<file path="config.mk">
export PLATFORM = sky130hd
export DESIGN_NAME = video_sig_recover
export DESIGN_NICKNAME = d
export VERILOG_FILES = /design/src/rtl/video_timing_pkg.sv /design/src/rtl/edge_period_meter.sv /design/src/rtl/video_sig_recover.sv
export SDC_FILE = /design/constraint.sdc
export NUM_CORES = 1
export LEC_CHECK = 0
export ABC_CLOCK_PERIOD_IN_PS = 4800
export BUFFER_PORTS_ARGS = -buffer_cell sky130_fd_sc_hd__buf_2
export CAP_MARGIN = 10
export CORE_MARGIN = 2
export CORE_UTILIZATION = 50
export CTS_CLUSTER_DIAMETER = 150
export DETAILED_ROUTE_END_ITERATION = 10
export PLACE_DENSITY_LB_ADDON = 0.08
export SLEW_MARGIN = 40
export SYNTH_ARGS = -nofsm -noshare
export SYNTH_HDL_FRONTEND = slang
export SYNTH_SLANG_ARGS = --single-unit
</file>
<file path="constraint.sdc">
create_clock -name pixel_clk_in -period 4.8 [get_ports pixel_clk_in]
set_input_delay 0.72 -clock pixel_clk_in [delete_from_list [all_inputs] [get_ports pixel_clk_in]]
set_output_delay 0.72 -clock pixel_clk_in [all_outputs]
set_load 0.02 [all_outputs]
</file>
<file path="src/rtl/video_timing_pkg.sv">
// Shared timing helpers for the pixel-timing receive path.
package video_timing_pkg;

  typedef enum logic [1:0] {SEARCH, TRACK, LOCKED} state_e;

  // Total period of one axis: active + front porch + sync + back porch.
  function automatic int total_of(int active, int fp, int sw, int bp);
    return active + fp + sw + bp;
  endfunction

  // Count value at which the sync pulse of an axis rises.
  function automatic int sync_start(int active, int fp);
    return active + fp;
  endfunction

  // Active display is expected only inside the active rectangle.
  function automatic logic pred_active(int h, int v, int act_h, int act_v);
    return (h < act_h) && (v < act_v);
  endfunction

endpackage

</file>
<file path="src/rtl/edge_period_meter.sv">
// Rising-edge detector plus 16-bit saturating period counter.
// inc_i selects what is counted between edges; on the edge cycle itself the
// counter restarts at inc_i, so a per-cycle meter restarts at 1 while a meter
// counting line strobes starts at 0 and sees exactly one count per line.
module edge_period_meter (
  input  logic        clk_i,
  input  logic        rst_i,
  input  logic        sig_i,
  input  logic        inc_i,
  output logic        rise_o,
  output logic [15:0] period_o
);

  logic        sig_q;
  logic        seen_q;
  logic [15:0] cnt_q;
  logic [15:0] per_q;

  assign rise_o   = sig_i & ~sig_q;
  assign period_o = per_q;

  // Edge register, free-running counter, capture on each edge after the first.
  always_ff @(posedge clk_i) begin
    if (rst_i) begin
      sig_q  <= 1'b0;
      seen_q <= 1'b0;
      cnt_q  <= '0;
      per_q  <= '0;
    end else begin
      sig_q <= sig_i;
      if (rise_o) begin
        seen_q <= 1'b1;
        if (seen_q) per_q <= cnt_q;
        cnt_q <= {15'd0, inc_i};
      end else if (inc_i && cnt_q != 16'hFFFF) begin
        cnt_q <= cnt_q + 16'd1;
      end
    end
  end

endmodule

</file>
<file path="src/rtl/video_sig_recover.sv">
// Rebuilds pixel/line counts from hs/vs/ad strobes and tracks timing lock.
module video_sig_recover
  import video_timing_pkg::*;
#(
  parameter int ACTIVE_H_PIXELS = 1280,
  parameter int H_FRONT_PORCH   = 110,
  parameter int H_SYNC_WIDTH    = 40,
  parameter int H_BACK_PORCH    = 220,
  parameter int ACTIVE_LINES    = 720,
  parameter int V_FRONT_PORCH   = 5,
  parameter int V_SYNC_WIDTH    = 5,
  parameter int V_BACK_PORCH    = 20,
  parameter int LOCK_FRAMES     = 2
) (
  input  logic pixel_clk_in,
  input  logic rst_in,
  input  logic hs_in,
  input  logic vs_in,
  input  logic ad_in,
  output logic [$clog2(total_of(ACTIVE_H_PIXELS, H_FRONT_PORCH, H_SYNC_WIDTH, H_BACK_PORCH))-1:0] hcount_out,
  output logic [$clog2(total_of(ACTIVE_LINES, V_FRONT_PORCH, V_SYNC_WIDTH, V_BACK_PORCH))-1:0]   vcount_out,
  output logic        ad_out,
  output logic        nf_out,
  output logic [5:0]  fc_out,
  output logic        locked_out,
  output logic        err_out,
  output logic [15:0] h_period_out,
  output logic [15:0] v_period_out
);

  localparam int TW  = total_of(ACTIVE_H_PIXELS, H_FRONT_PORCH, H_SYNC_WIDTH, H_BACK_PORCH);
  localparam int TL  = total_of(ACTIVE_LINES, V_FRONT_PORCH, V_SYNC_WIDTH, V_BACK_PORCH);
  localparam int HW  = $clog2(TW);
  localparam int VW  = $clog2(TL);
  localparam int TOW = $clog2(2 * TW);
  localparam int GW  = $clog2(LOCK_FRAMES + 1);

  localparam logic [HW-1:0]  H_LAST  = HW'(TW - 1);
  localparam logic [HW-1:0]  H_SYNC  = HW'(sync_start(ACTIVE_H_PIXELS, H_FRONT_PORCH));
  localparam logic [HW-1:0]  H_PRE   = HW'(sync_start(ACTIVE_H_PIXELS, H_FRONT_PORCH) - 1);
  localparam logic [HW-1:0]  H_NF    = HW'(ACTIVE_H_PIXELS);
  localparam logic [VW-1:0]  V_LAST  = VW'(TL - 1);
  localparam logic [VW-1:0]  V_SYNC  = VW'(sync_start(ACTIVE_LINES, V_FRONT_PORCH));
  localparam logic [VW-1:0]  V_PRE   = VW'(sync_start(ACTIVE_LINES, V_FRONT_PORCH) - 1);
  localparam logic [VW-1:0]  V_NF    = VW'(ACTIVE_LINES);
  localparam logic [TOW-1:0] TO_LAST = TOW'(2 * TW - 1);
  localparam logic [GW-1:0]  GOAL    = GW'(LOCK_FRAMES);

  state_e         state_q, state_d;
  logic [HW-1:0]  hcount_q, hcount_d;
  logic [VW-1:0]  vcount_q, vcount_d;
  logic [TOW-1:0] to_q, to_d;
  logic [GW-1:0]  good_q, good_d, good_inc;
  logic [5:0]     fc_q, fc_d;
  logic           ad_q, nf_q, nf_d, err_q, err_d, locked_q;
  logic           hs_rise, vs_rise, h_wrap, timeout, mismatch;

  // hs measured in pixel cycles, vs measured in lines (hs edges).
  edge_period_meter u_hs_meter (
    .clk_i(pixel_clk_in), .rst_i(rst_in), .sig_i(hs_in), .inc_i(1'b1),
    .rise_o(hs_rise), .period_o(h_period_out)
  );

  edge_period_meter u_vs_meter (
    .clk_i(pixel_clk_in), .rst_i(rst_in), .sig_i(vs_in), .inc_i(hs_rise),
    .rise_o(vs_rise), .period_o(v_period_out)
  );

  // Next counts: sync edges re-anchor the counters, otherwise free-run.
  always_comb begin
    h_wrap   = 1'b0;
    hcount_d = hcount_q + 1'b1;
    if (hs_rise) begin
      hcount_d = H_SYNC;
    end else if (hcount_q == H_LAST) begin
      hcount_d = '0;
      h_wrap   = 1'b1;
    end
    vcount_d = vcount_q;
    if (vs_rise)     vcount_d = V_SYNC;
    else if (h_wrap) vcount_d = (vcount_q == V_LAST) ? '0 : vcount_q + 1'b1;
  end

  // Edge-position checks, active-display prediction and hs watchdog.
  always_comb begin
    timeout  = !hs_rise && (to_q == TO_LAST);
    to_d     = (hs_rise || timeout) ? '0 : to_q + 1'b1;
    mismatch = (hs_rise && hcount_q != H_PRE) ||
               (vs_rise && !(vcount_q == V_PRE && hcount_q == H_LAST)) ||
               (state_q == LOCKED &&
                ad_in != pred_active(int'(hcount_d), int'(vcount_d),
                                     ACTIVE_H_PIXELS, ACTIVE_LINES));
  end

  // Lock state machine; errors are only reported once we have a reference.
  always_comb begin
    state_d  = state_q;
    good_d   = good_q;
    good_inc = good_q + 1'b1;
    err_d    = 1'b0;
    unique case (state_q)
      SEARCH: begin
        if (hs_rise) begin
          state_d = TRACK;
          good_d  = '0;
        end
      end
      TRACK, LOCKED: begin
        if (timeout) begin
          state_d = SEARCH;
          good_d  = '0;
          err_d   = 1'b1;
        end else if (mismatch) begin
          state_d = TRACK;
          good_d  = '0;
          err_d   = 1'b1;
        end else if (state_q == TRACK && vs_rise) begin
          if (good_inc == GOAL) begin
            state_d = LOCKED;
            good_d  = '0;
          end else begin
            good_d = good_inc;
          end
        end
      end
      default: state_d = SEARCH;
    endcase
    nf_d = (state_d == LOCKED) && (hcount_d == H_NF) && (vcount_d == V_NF);
    fc_d = nf_d ? fc_q + 6'd1 : fc_q;
  end

  // All state and outputs registered behind a synchronous reset.
  always_ff @(posedge pixel_clk_in) begin
    if (rst_in) begin
      state_q  <= SEARCH;
      hcount_q <= '0;
      vcount_q <= '0;
      to_q     <= '0;
      good_q   <= '0;
      fc_q     <= '0;
      ad_q     <= 1'b0;
      nf_q     <= 1'b0;
      err_q    <= 1'b0;
      locked_q <= 1'b0;
    end else begin
      state_q  <= state_d;
      hcount_q <= hcount_d;
      vcount_q <= vcount_d;
      to_q     <= to_d;
      good_q   <= good_d;
      fc_q     <= fc_d;
      ad_q     <= ad_in;
      nf_q     <= nf_d;
      err_q    <= err_d;
      locked_q <= (state_d == LOCKED);
    end
  end

  assign hcount_out = hcount_q;
  assign vcount_out = vcount_q;
  assign ad_out     = ad_q;
  assign nf_out     = nf_q;
  assign fc_out     = fc_q;
  assign err_out    = err_q;
  assign locked_out = locked_q;

endmodule

</file>
==> summary by stage <==
STA
The relative max-transition margin is 49.9%. The worst setup skew after layout is 7.04 ps. The total negative slack is 0 ps. Setup repair after global routing left no endpoint under its margin. The final number of setup-violating endpoints is 0.

For the pin with the worst max-slew slack, the measured transition is 751 ps. The total count of hold-check failures in the final report is 0. The number of pins with negative max-slew slack in the final report is 0.

The worst path needs 3900 ps of the cycle, external delays included. The maximum clock frequency is 256 MHz. The worst path uses 81.3% of the clock period.

Logic synthesis
The commonest cells after synthesis are sky130_fd_sc_hd__dfxtp_1, sky130_fd_sc_hd__nand2_1, sky130_fd_sc_hd__nor2_1. By area the synthesized netlist is led by sky130_fd_sc_hd__dfxtp_1, sky130_fd_sc_hd__nand2_1, sky130_fd_sc_hd__nor2_1, sky130_fd_sc_hd__a21oi_1, sky130_fd_sc_hd__xor2_1. The synthesized netlist contains 67 unique library cells.

The Yosys warning count is 0. Synthesis handed over a netlist of 664 instances. sky130_fd_sc_hd__dfxtp_1 takes more of the synthesized area than any other cell.

The proportion of synthesized flip-flops having asynchronous set or reset is 0%. Yosys mapped a number of flops with a built-in enable equal to 0. The net count after synthesis is 682. Among all cell types in the netlist, the one instantiated most often is sky130_fd_sc_hd__dfxtp_1. Sequential cells were found to cover 42.1% of the synthesized design area.

The area share of the largest cell type after synthesis is 42.1%. In this run the cell area of the synthesized design comes to 5470 um^2. The most used flip-flop cell after synthesis is sky130_fd_sc_hd__dfxtp_1.

The average size of a mapped cell is 8.24 um^2. The number of register bits inferred by synthesis is 115.

Detailed routing
The final routed DRC violation total is 0. Using the TritonRoute via totals, the vias-per-cell ratio works out to 5.55. Once detail routing completed, the nets flagged for antenna violations numbered 0. The number of DRC markers in iteration 0 is 255. Summing over every cut layer, the via total after detailed routing is 4854. The average wire per cell in the routed design is 14.7 um.

For this block, the routed nets add up to 12.9 mm of wire. Before antenna repair, the detailed router went through 5 iterations.

Setup path
On the worst path, the slowest cell contributes a delay of 570 ps. The critical path is of the reg -> reg type. The maximum net fanout on the critical path is 8.

For the worst setup path, the data required time is 5210 ps. STA classifies the critical path startpoint as a register. For this design, the slowest cell found on the critical path is sky130_fd_sc_hd__or4_1. The signal on the critical path passes through ha_1 > and3b_1 > nand3_2 > or4_1 > and3_1 > a32o_1 > a211o_1 > or3_1 > a2111oi_2 > mux2_1.

The worst endpoint data arrival time is 4310 ps. The endpoint class of the critical path is a register.

Power
The switching share of power is 24.2%. The reported leakage power is 0.00243 uW. IR analysis of the VDD net gives a maximum drop of 0.293 mV. Cell internal power was estimated by the tool at 1790 uW.

The fraction of power consumed by sequential logic is 42.5%. The clock network is responsible for 50.9% of the overall power. Dividing total power by cell area gives a power density of 366 nW/um^2. The part of the power in combinational logic is 6.6%. The total design power is 2360 uW. In this run the power spent charging and discharging nets is 572 uW.

Floorplanning
The effective utilization at floorplan is 50.9%. The area enclosed by the die boundary is 11800 um^2. The floorplan core area is 10700 um^2.

The number of primary I/O pins is 68. Measured along the x axis, the die boundary spans 109 um. The floorplan has 38 rows. The floorplan step set the die height to 109 um.

Status
The run finished with clean final reports.

Finish
0 antenna diodes ended up in the layout. Relative to the synthesized area, the layout overhead comes to 17.9%. Once layout is complete, the cells apart from fillers number 875. The post-layout net count is 740. In the final layout, the share of cells above drive strength 1 is 16.1%.

Global route
The number of antenna violations at the first check in global routing is 0. The maximum number of pins on one net before global-route repair is 40. The aggregate global-route resource usage is 22.8%. For this run the aggregate overflow at the end of global routing stands at 0. The first-pass GRT wire length is 21.3 mm. The number of global-route vias before repair is 4545.

CTS
The clock tree synthesis step divided the H-tree into 4 levels. The register clock-pin slew on the reported worst setup and hold paths is 60 ps. The TritonCTS buffer count is 17. The maximum buffer depth of the clock tree is 2.

In this run the post-CTS setup repair buffer count came out at 0. The TritonCTS sink count is 115. The tree is rooted in a sky130_fd_sc_hd__clkbuf_8. The latest clock arrival within the worst-skew pair is 530 ps. The hold buffer count at CTS is 0. TritonCTS built the clock tree.

The post-cts resize count is 0.

Placement
The placed instance count is 843. Buffers placed on the I/O ports in this run total 67. Detailed placement finished with a half-perimeter wire length of 9.15 mm. The congestion estimate from routability-driven global placement came to 0.907.

Worst hold path
The worst min-delay path class is reg -> reg.

Job
The count of maximum capacitance violations is 0.
==> per-layer routing <==
metal  global-route usage, %  wire [um]
met1                    28.8       5890
met2                    37.4       6210
met3                    5.38        540
met4                    9.71        255
met5                       0          0
==> logic make-up (layout without fill, tap and decap cells) <==
group,after synthesis,after routing,synth area share (%)
xor gates and xnor gates,35,35,5.60
buffers and inverters,42,113,3.15
DFF,115,115,42.1
and+or+nand+nor,326,326,29.7
AOI/OAI and AO/OA,122,122,14.4
adders and majority gates,13,13,2.97
muxes,11,11,2.15
==> per-stage QoR <==
stage / instance area [um^2] / setup WS, ps / hold slack (ps) / util, %
floorplan: 5470 / 1150 / 435 / -
global placement: 5870 / 877 / 438 / 54.6
detailed placement: 5870 / 777 / 446 / 54.6
CTS: 6450 / 922 / 424 / 60.0
global route: 6450 / 708 / 451 / 60.0
finish: 6450 / 899 / 449 / 60.0
==> area by class of cell <==
cell class,count,area (um^2)
clock buffer,19,442
clock inverter,13,135
fill,1014,4290
inverter,12,45.0
multi-input combinational,507,3000
sequential,115,2300
tap,140,175
timing repair buffer,69,350
==> worst paths after layout <==
kind	start	endpoint	slack, ps	cells after the start
max	hcount_out[0]	fc_out[2]	900	10
min	u_vs_meter.period_o[5]	u_vs_meter.period_o[5]	450	2
max reg2reg	hcount_out[0]	fc_out[2]	900	10
min reg2reg	u_vs_meter.period_o[5]	u_vs_meter.period_o[5]	450	2
==> sequential cells by signal, summed over array words and instances (netlist names) <==
signal               cells
locked_out               1
nf_out                   1
good_q                   2
u_hs_meter.seen_q        1
u_vs_meter.cnt_q        16
u_hs_meter.period_o     16
fc_out                   6
u_vs_meter.period_o     16
err_out                  1
to_q                    12
state_q                  2
u_hs_meter.cnt_q        16
vcount_out              10
u_hs_meter.sig_q         1
hcount_out              11
u_vs_meter.sig_q         1
ad_out                   1
u_vs_meter.seen_q        1
==> power groups by stage <==
stage,logic [uW],registers (uW),clock network [uW]
CTS,155,1000,1220
finish,155,1000,1200
detailed placement,154,1020,0
floorplan,107,1030,0
global route,172,1010,1280
global placement,153,1020,0
==> placed cells by master, fill, tap and decap left out, types with 6 or more instances in the layout <==
| master | n |
|---|---|
| sky130_fd_sc_hd__nand2_1 | 104 |
| sky130_fd_sc_hd__buf_2 | 67 |
| sky130_fd_sc_hd__nand2b_1 | 10 |
| sky130_fd_sc_hd__o21ai_0 | 17 |
| sky130_fd_sc_hd__mux2_1 | 6 |
| sky130_fd_sc_hd__inv_1 | 12 |
| sky130_fd_sc_hd__nand3_1 | 30 |
| sky130_fd_sc_hd__ha_1 | 13 |
| sky130_fd_sc_hd__xnor2_1 | 13 |
| sky130_fd_sc_hd__nor3_1 | 11 |
| sky130_fd_sc_hd__nor2_1 | 79 |
| sky130_fd_sc_hd__a31oi_1 | 10 |
| sky130_fd_sc_hd__and3_1 | 8 |
| sky130_fd_sc_hd__and2_1 | 8 |
| sky130_fd_sc_hd__nand4_1 | 14 |
| sky130_fd_sc_hd__and4_1 | 8 |
| sky130_fd_sc_hd__clkbuf_16 | 16 |
| sky130_fd_sc_hd__nor2b_1 | 14 |
| sky130_fd_sc_hd__or3_1 | 8 |
| sky130_fd_sc_hd__a21oi_1 | 53 |
| sky130_fd_sc_hd__xor2_1 | 22 |
| sky130_fd_sc_hd__dfxtp_1 | 115 |
==> critical path, delay by kind of cell, from the launching register on <==
family / cells / cell delay [ps]
simple gates: 5 / 1780
compound gates: 3 / 970
flops: 1 / 440
mux: 1 / 350
fa+ha+maj: 1 / 230
Power figures use the tool's default switching activity.
